--- config.mk ---
export PLATFORM = sky130hd
export DESIGN_NAME = serial_addsub
export DESIGN_NICKNAME = d
export VERILOG_FILES = /design/src/rtl/serial_addsub_pkg.sv /design/src/rtl/serial_addsub_chunk_adder.sv /design/src/rtl/serial_addsub.sv
export SDC_FILE = /design/constraint.sdc
export NUM_CORES = 1
export LEC_CHECK = 0
export ABC_AREA = 1
export CAP_MARGIN = 10
export CELL_PAD_IN_SITES_DETAIL_PLACEMENT = 0
export CELL_PAD_IN_SITES_GLOBAL_PLACEMENT = 1
export CORE_MARGIN = 4
export CORE_UTILIZATION = 37
export CTS_CLUSTER_SIZE = 10
export DETAILED_ROUTE_END_ITERATION = 8
export PLACE_DENSITY = 0.88
export REMOVE_ABC_BUFFERS = 1
export SLEW_MARGIN = 20
export SYNTH_ARGS = -nofsm -noshare
export SYNTH_HDL_FRONTEND = slang
export SYNTH_SLANG_ARGS = --single-unit
--- constraint.sdc ---
create_clock -name clk -period 5.1 [get_ports clk]
set_clock_uncertainty 0.1 [all_clocks]
set_input_delay 0.765 -clock clk [delete_from_list [all_inputs] [get_ports clk]]
set_output_delay 0.765 -clock clk [all_outputs]
set_load 0.05 [all_outputs]
--- src/rtl/serial_addsub_pkg.sv ---
// Shared definitions for the serial add/sub block: FSM state encoding and
// helpers that derive the chunk count and chunk-counter width.
package addsub_pkg;

    typedef enum logic [1:0] {
        ST_IDLE = 2'd0,
        ST_RUN  = 2'd1,
        ST_DONE = 2'd2
    } state_t;

    // Number of chunk cycles per operation (guarded so a bad CHUNK does not
    // divide by zero before the elaboration check reports it).
    function automatic int num_chunks(input int width, input int chunk);
        return (chunk > 0) ? (width / chunk) : 1;
    endfunction

    // Width of the chunk counter; never narrower than one bit.
    function automatic int cnt_width(input int n);
        return (n > 1) ? $clog2(n) : 1;
    endfunction

endpackage

--- src/rtl/serial_addsub_chunk_adder.sv ---
// CHUNK-bit ripple-carry adder slice. Exposes every bit's carry-out plus the
// carry into the top bit so the caller can form signed overflow.
module chunk_adder #(
    parameter int CHUNK = 4
) (
    input  logic [CHUNK-1:0] a,
    input  logic [CHUNK-1:0] b,
    input  logic             cin,
    output logic [CHUNK-1:0] sum,
    output logic [CHUNK-1:0] carry,
    output logic             c_msb_in
);

    // Ripple the carry bit by bit; a local variable carries the chain so the
    // carry vector never feeds back into itself.
    always_comb begin
        logic c_run;
        c_run    = cin;
        sum      = '0;
        carry    = '0;
        c_msb_in = 1'b0;
        for (int i = 0; i < CHUNK; i++) begin
            if (i == CHUNK - 1) begin
                c_msb_in = c_run;
            end
            sum[i]   = a[i] ^ b[i] ^ c_run;
            carry[i] = (a[i] & b[i]) | (a[i] & c_run) | (b[i] & c_run);
            c_run    = carry[i];
        end
    end

endmodule

--- src/rtl/serial_addsub.sv ---
// Multi-cycle two's-complement adder/subtractor. Operands are accepted in
// IDLE, added CHUNK bits per clock LSB-first in RUN, and the result (with
// flags and optional signed saturation) is presented in DONE.
module serial_addsub
    import addsub_pkg::*;
#(
    parameter int WIDTH = 16,
    parameter int CHUNK = 4
) (
    input  logic             clk,
    input  logic             rst,
    input  logic             in_valid,
    output logic             in_ready,
    input  logic [WIDTH-1:0] x,
    input  logic [WIDTH-1:0] y,
    input  logic             subc,
    input  logic             sat,
    output logic             out_valid,
    input  logic             out_ready,
    output logic [WIDTH-1:0] s,
    output logic [WIDTH-1:0] c,
    output logic             cout,
    output logic             ovf,
    output logic             zero,
    output logic             neg
);

    localparam int N  = num_chunks(WIDTH, CHUNK);
    localparam int KW = cnt_width(N);
    localparam logic [KW-1:0] K_LAST = KW'(N - 1);

    // Reject parameter combinations that do not tile the word into chunks.
    generate
        if (CHUNK < 1) begin : g_bad_chunk
            $error("serial_addsub: CHUNK must be at least 1");
        end else if ((WIDTH % CHUNK) != 0) begin : g_bad_width
            $error("serial_addsub: WIDTH must be a multiple of CHUNK");
        end
    endgenerate

    state_t            state_q;
    logic [KW-1:0]     k_q;
    logic [WIDTH-1:0]  x_q;
    logic [WIDTH-1:0]  y_q;      // already conditionally inverted for subtract
    logic              carry_q;  // carry into the current chunk
    logic              sat_q;
    logic [WIDTH-1:0]  s_q;
    logic [WIDTH-1:0]  c_q;
    logic              ovf_q;
    logic              zero_q;
    logic              neg_q;

    logic [31:0]       base;
    logic [CHUNK-1:0]  a_w;
    logic [CHUNK-1:0]  b_w;
    logic [CHUNK-1:0]  sum_w;
    logic [CHUNK-1:0]  carry_w;
    logic              c_msb_in_w;
    logic              last_w;
    logic              ovf_d;
    logic [WIDTH-1:0]  raw_s_d;
    logic [WIDTH-1:0]  raw_c_d;
    logic [WIDTH-1:0]  sat_val;
    logic [WIDTH-1:0]  s_d;

    assign base   = 32'(k_q) * CHUNK;
    assign a_w    = x_q[base +: CHUNK];
    assign b_w    = y_q[base +: CHUNK];
    assign last_w = (k_q == K_LAST);

    chunk_adder #(
        .CHUNK (CHUNK)
    ) u_chunk_adder (
        .a        (a_w),
        .b        (b_w),
        .cin      (carry_q),
        .sum      (sum_w),
        .carry    (carry_w),
        .c_msb_in (c_msb_in_w)
    );

    // Merge the current chunk into the held result; untouched chunks keep
    // their previous contents until this operation reaches them.
    always_comb begin
        raw_s_d = s_q;
        raw_c_d = c_q;
        raw_s_d[base +: CHUNK] = sum_w;
        raw_c_d[base +: CHUNK] = carry_w;
    end

    // Overflow is only meaningful on the final chunk, where the adder's top
    // bit is the word's sign bit. Saturation clamps toward the sign of x.
    assign ovf_d   = c_msb_in_w ^ carry_w[CHUNK-1];
    assign sat_val = x_q[WIDTH-1] ? {1'b1, {(WIDTH-1){1'b0}}} : {1'b0, {(WIDTH-1){1'b1}}};
    assign s_d     = (sat_q && ovf_d) ? sat_val : raw_s_d;

    // Control FSM, chunk counter and result/flag registers.
    always_ff @(posedge clk) begin
        if (rst) begin
            state_q <= ST_IDLE;
            k_q     <= '0;
            x_q     <= '0;
            y_q     <= '0;
            carry_q <= 1'b0;
            sat_q   <= 1'b0;
            s_q     <= '0;
            c_q     <= '0;
            ovf_q   <= 1'b0;
            zero_q  <= 1'b0;
            neg_q   <= 1'b0;
        end else begin
            case (state_q)
                ST_IDLE: begin
                    if (in_valid) begin
                        x_q     <= x;
                        y_q     <= y ^ {WIDTH{subc}};
                        carry_q <= subc;
                        sat_q   <= sat;
                        k_q     <= '0;
                        state_q <= ST_RUN;
                    end
                end
                ST_RUN: begin
                    c_q     <= raw_c_d;
                    carry_q <= carry_w[CHUNK-1];
                    if (last_w) begin
                        s_q     <= s_d;
                        ovf_q   <= ovf_d;
                        zero_q  <= (s_d == '0);
                        neg_q   <= s_d[WIDTH-1];
                        k_q     <= '0;
                        state_q <= ST_DONE;
                    end else begin
                        s_q <= raw_s_d;
                        k_q <= k_q + 1'b1;
                    end
                end
                ST_DONE: begin
                    if (out_ready) begin
                        state_q <= ST_IDLE;
                    end
                end
                default: begin
                    state_q <= ST_IDLE;
                end
            endcase
        end
    end

    assign in_ready  = (state_q == ST_IDLE);
    assign out_valid = (state_q == ST_DONE);
    assign s         = s_q;
    assign c         = c_q;
    assign cout      = c_q[WIDTH-1];
    assign ovf       = ovf_q;
    assign zero      = zero_q;
    assign neg       = neg_q;

endmodule
# After elaboration in Yosys (flattened, before gate mapping)
# Cells that the tools add are included.
# classes
addsub	2
multipliers	0
div_mod_pow	0
magnitude_cmp	0
n_eq_ne	6
shift	5
muxes	14
n_bitwise	30
reduce_logical	8
# ops
cell	count
4-bit by 34-bit variable part select with 16-bit output	2
16-bit 2-to-1 mux	3
4-bit negation with 34-bit output	1
4-bit by 34-bit variable shift with 16-bit output (first input constant)	1
16-bit bitwise mux	2
16-bit by 5-bit variable part select with 4-bit output	2
16-bit zero test	1
16-bit bitwise XOR	1
1-bit bitwise AND	12
2-bit 2-to-1 mux	5
1-bit bitwise XOR	9
1-bit bitwise OR	8
2-bit case mux with 3 select lines	1
2-bit AND reduction	3
2-bit == test (second input constant)	2
2-bit != test (second input constant)	2
2-bit case mux with 2 select lines	1
3-bit AND reduction	1
2-bit by 1-bit adder with 2-bit output (second input constant)	1
2-bit by 1-bit == test with 1-bit output (second input constant)	1
2-bit zero test	1
2-bit by 1-bit != test with 1-bit output (second input constant)	1
1-bit case mux with 2 select lines	1
2-bit nonzero test	1
2 further kinds	2
# totals
regBits	73
latch_bits	0
ram_bits	0
romBits	0
in_bits	38
output_inout_bits	38
wordCells	76
memories	0

# Logic depth before layout (Yosys ltp)
# logic_depth
depth_word	17
depth_mapped	19
mapped_depth_nobuf	17

# Hierarchy
# Synthesis repeated with hierarchy kept, for this count alone.
# hier_totals
cells_unflattened	553
hier_area_um2	3799.9
# modules_own_cells
mod	instances	cells_per_inst	area_each_um2	seq_area_each_um2
serial_addsub	1	538	3674.8	1461.4
chunk_adder	1	15	125.1	0.0

# Worst setup path after synthesis
# OpenSTA, ideal clock, no wires.
# synth_path
path_kind	register -> register
start	register k_q[0]
end	register zero_q (netlist: zero)
setup_ns	0.131
arrival_time_ns	3.755
required_time_ns	4.869
path_slack_ns	1.115
stages_incl_launch_ff	19
path_buffers	2
synth_period_minus_slack_ns	3.985
path_cell_list	dfxtp_1 > buf_2 > inv_2 > clkbuf_1 > o21ai_0 > o22ai_1 > fa_1 > fa_1 > fa_1 > inv_1 > fa_1 > nor2_1 > nand2_1 > o21ai_1 > nand2_1 > nand3_1 > nor2_1 > nand3_1 > a21oi_2
# synth_between
elab_chain_cells	17
word_cells_on_any_way	40
classes_between	add/sub: 1; eq/ne: 1; shift: 4; mux: 2; bitwise: 29; reduce/logical: 3
# synth_lines
item	line	rtl
start: declaration	serial_addsub.sv:42	logic [KW-1:0] k_q;
start signal: assignment	serial_addsub.sv:135	k_q <= k_q + 1'b1;
16-bit by 5-bit variable part select with 4-bit output, on equally long branches	serial_addsub.sv:67, serial_addsub.sv:68	
1-bit bitwise AND	serial_addsub_chunk_adder.sv:27	carry[i] = (a[i] & b[i]) | (a[i] & c_run) | (b[i] & c_run);
1-bit bitwise OR (2 in series)	serial_addsub_chunk_adder.sv:27	
1-bit bitwise AND	serial_addsub_chunk_adder.sv:27	
1-bit bitwise OR (2 in series)	serial_addsub_chunk_adder.sv:27	
1-bit bitwise AND	serial_addsub_chunk_adder.sv:27	
1-bit bitwise OR (2 in series)	serial_addsub_chunk_adder.sv:27	
1-bit bitwise AND	serial_addsub_chunk_adder.sv:27	
1-bit bitwise OR (2 in series)	serial_addsub_chunk_adder.sv:27	
1-bit bitwise XOR	serial_addsub.sv:93	assign ovf_d = c_msb_in_w ^ carry_w[CHUNK-1];
1-bit logical AND	serial_addsub.sv:95	assign s_d = (sat_q && ovf_d) ? sat_val : raw_s_d;
16-bit 2-to-1 mux	serial_addsub.sv:95	
16-bit zero test	serial_addsub.sv:129	zero_q <= (s_d == '0);
end signal: assignment	serial_addsub.sv:129	
end: declaration	serial_addsub.sv:50	logic zero_q;
# Several ways; a longest one is shown, not always the timed one.
# A chain may end at the register's enable or synchronous reset.

# Worst setup path after layout
# Same ends and word-level chain as after synthesis.

==> reports/results.txt <==
internal power consumption: 0.949 mW
Switching Power: 0.458 mW
Top Layer Used: met4
initial core utilization: 0.381
critical path type: reg2reg
WL/cell: 13.7 µm
Total Routed Length: 9.89 mm
Die Ht: 109 µm
CP max FO: 24
Worst EP required: 5.22 ns
Pwr per Cell Area: 297 nW/µm²
CP top delay family: adder cells
yosys warns: 0
Seq pwr share: 0.443
Final #Nets: 634
CTS tree: yes
post-synthesis instance total: 529
commonest non-fill, non-tap cells in the layout: nand2_1, nor2_1, clkdlybuf4s50_1, dfxtp_1, o21ai_0
clk_lat worst skew: 0.35 ns
cell-by-cell trace of the critical path: inv_2 -> o21ai_0 -> o22ai_1 -> fa_1 -> fa_1 -> fa_1 -> inv_1 -> fa_1 -> inv_1 -> nand2_2 -> nand3_4 -> nor2_4 -> inv_2 -> nand2_1 -> nor2_1 -> nand3_1 -> a21oi_2
Post-DP Area: 4530 µm²
Post-CTS Hold Buffers: 0
vias in the first global route: 3,333
layout cells sized above 1: 0.0643
Setup Buffers After CTS: 0
Finish-stage setup viols: 0
Placed Cells: 708
Mapped Area: 3740 µm²
setup total negative slack: 0 ns
met2 wire len: 4.57 mm
Area growth syn-to-layout: 26.4%
Core Footprint: 9820 µm²
actual slew at the worst max-slew pin: 0.881 ns
GPL Wtd Cong: 0.890
Largest stage delay, worst path: 0.61 ns
DRT antenna net count: 0
wire length on met3: 589 µm
DR iter-0 viols: 206
Clock H-tree levels: 3
Remaining DRCs: 0
GRT Residual Overflow: 0
Tmin final: 4.45 ns
IO Pins: 76
max-slew violations: 0
Vias/cell: 4.96
final hold vios: 0
leakage: 1.79 nW
die area: 11,800 µm²
CP dominant cell by count: fa_1
Synth cell types: 36
fin crit share: 0.873
Reg clk slew, reported paths: 0.09 ns
max cap viols: 0
final core occ: 0.482
design area: 4730 µm²
outcome: completed
router iterations before antenna repair: 5
vias: 3,590
Setup crit end kind: register
Clock power frac: 0.330
worst endpoint data arrival time: 4.57 ns
RSZ-0062 raised after global routing: no
DP HPWL: 7.26 mm
GR Util All Layers: 0.170
CP bufs+invs: 4
initial antenna violation count: 0
Root Driver: clkbuf_8
worst min path class: reg2reg
CTS sink cnt: 73
first-pass GRT wire length: 16.0 mm
# resized after CTS: 0
synthesized area per cell: 7.08 µm²
Non-Filler Instances: 724
Seq/Total Area, Yosys: 0.390
total CTS buffers: 9
# rows: 36
clk buf depth: 2
Worst IR Drop VDD: 146 µV
wl on met1: 4.66 mm
Max stage delay cell, worst path: dfxtp_1
leading cell type in the layout, fill and taps excluded: nand2_1
sw frac: 0.326
Worst slew margin: 0.411
pin count of the biggest net entering global routing: 49
Peak Freq: 225 MHz
combinational share of power: 0.227
#FFs+latches synth: 73
Port Buffers: 75
Critical Path Source Type: register
Ant. Diodes: 0
Die Wd: 109 µm
routing by layer:
metal  vias to the layer above  track usage
li1                       1856            -
met1                      1630        0.226
met2                        95        0.275
met3                         9       0.0496
met4                         0       0.0361
met5                         -            0
synth_stat cells:
library cell | instances | area [µm²]
o22ai_1 | 6 | 37.5
nand3_4 | 1 | 17.5
a211oi_1 | 14 | 105
a21oi_2 | 2 | 17.5
buf_6 | 1 | 11.3
o21a_1 | 1 | 7.51
nor3_1 | 3 | 15.0
nor2_1 | 78 | 293
nand2_1 | 132 | 495
nand3_1 | 16 | 80.1
nor3_2 | 1 | 10.0
nor2_4 | 3 | 33.8
o211ai_1 | 1 | 7.51
a2bb2oi_1 | 1 | 8.76
buf_2 | 14 | 70.1
buf_4 | 3 | 22.5
nor2_2 | 1 | 6.26
a21oi_1 | 28 | 140
dfxtp_1 | 73 | 1460
o21ai_1 | 12 | 60.1
xor2_1 | 2 | 17.5
nand2_2 | 2 | 12.5
inv_1 | 23 | 86.3
inv_2 | 7 | 26.3
ha_1 | 6 | 75.1
a32oi_1 | 2 | 17.5
a22oi_1 | 2 | 15.0
o21ai_0 | 45 | 225
fa_1 | 4 | 80.1
a221oi_1 | 1 | 8.76
nor4_1 | 1 | 6.26
o21bai_1 | 1 | 7.51
nand3_2 | 1 | 10.0
clkbuf_1 | 14 | 52.6
a31oi_1 | 13 | 81.3
xnor2_1 | 14 | 123
path summary, 6_finish.rpt:
check / from / end / slack (ns) / cells past startpoint
setup / recovery: k_q[0] / zero / 0.65 / 17
hold / removal: y_q[3] / y_q[3] / 0.35 / 2
hold reg to reg: y_q[3] / y_q[3] / 0.35 / 2
setup reg to reg: k_q[0] / zero / 0.65 / 17
power groups by stage:
stage	clock network [mW]	logic [mW]	registers (mW)
6_report	0.464	0.319	0.624
5_1_grt	0.500	0.352	0.628
4_1_cts	0.475	0.320	0.624
3_5_place_dp	0	0.319	0.637
3_3_place_gp	0	0.314	0.637
2_1_floorplan	0	0.189	0.651
sequential cells by signal (all words and copies together) (netlist names):
| register | count |
|---|---|
| c | 16 |
| carry_q | 1 |
| k_q | 2 |
| neg | 1 |
| ovf | 1 |
| s | 16 |
| sat_q | 1 |
| state_q | 2 |
| x_q | 16 |
| y_q | 16 |
| zero | 1 |
tightest hold or removal path, cell delays in order, from the launching register on:
cell     delay, ns
dfxtp_1       0.31
inv_1         0.06
a21oi_1       0.05
cells by family after synthesis:
kind of cell	share of synthesized area
buffers and inverters	0.0718
and+or+nand+nor	0.262
AOI/OAI and AO/OA	0.197
DFF	0.390
xor gates and xnor gates	0.0374
adders and majority gates	0.0414
layout make-up:
type | instances | area, µm²
Fill cell | 1054 | 5090
Multi-Input combinational cell | 394 | 2020
Timing Repair Buffer | 78 | 773
Clock inverter | 7 | 77.6
Clock buffer | 9 | 124
Inverter | 30 | 113
Tap cell | 133 | 166
Sequential cell | 73 | 1460
stage by stage:
| stage | hold slack (ns) | setup slack, ns | power, mW |
|---|---|---|---|
| finish | 0.355 | 0.649 | 1.41 |
| global route | 0.381 | 0.331 | 1.48 |
| CTS | 0.355 | 0.676 | 1.42 |
| detailed placement | 0.342 | 0.684 | 0.956 |
| global placement | 0.345 | 0.849 | 0.951 |
| floorplan | 0.326 | 0.779 | 0.840 |
Power figures use the tool's default switching activity.
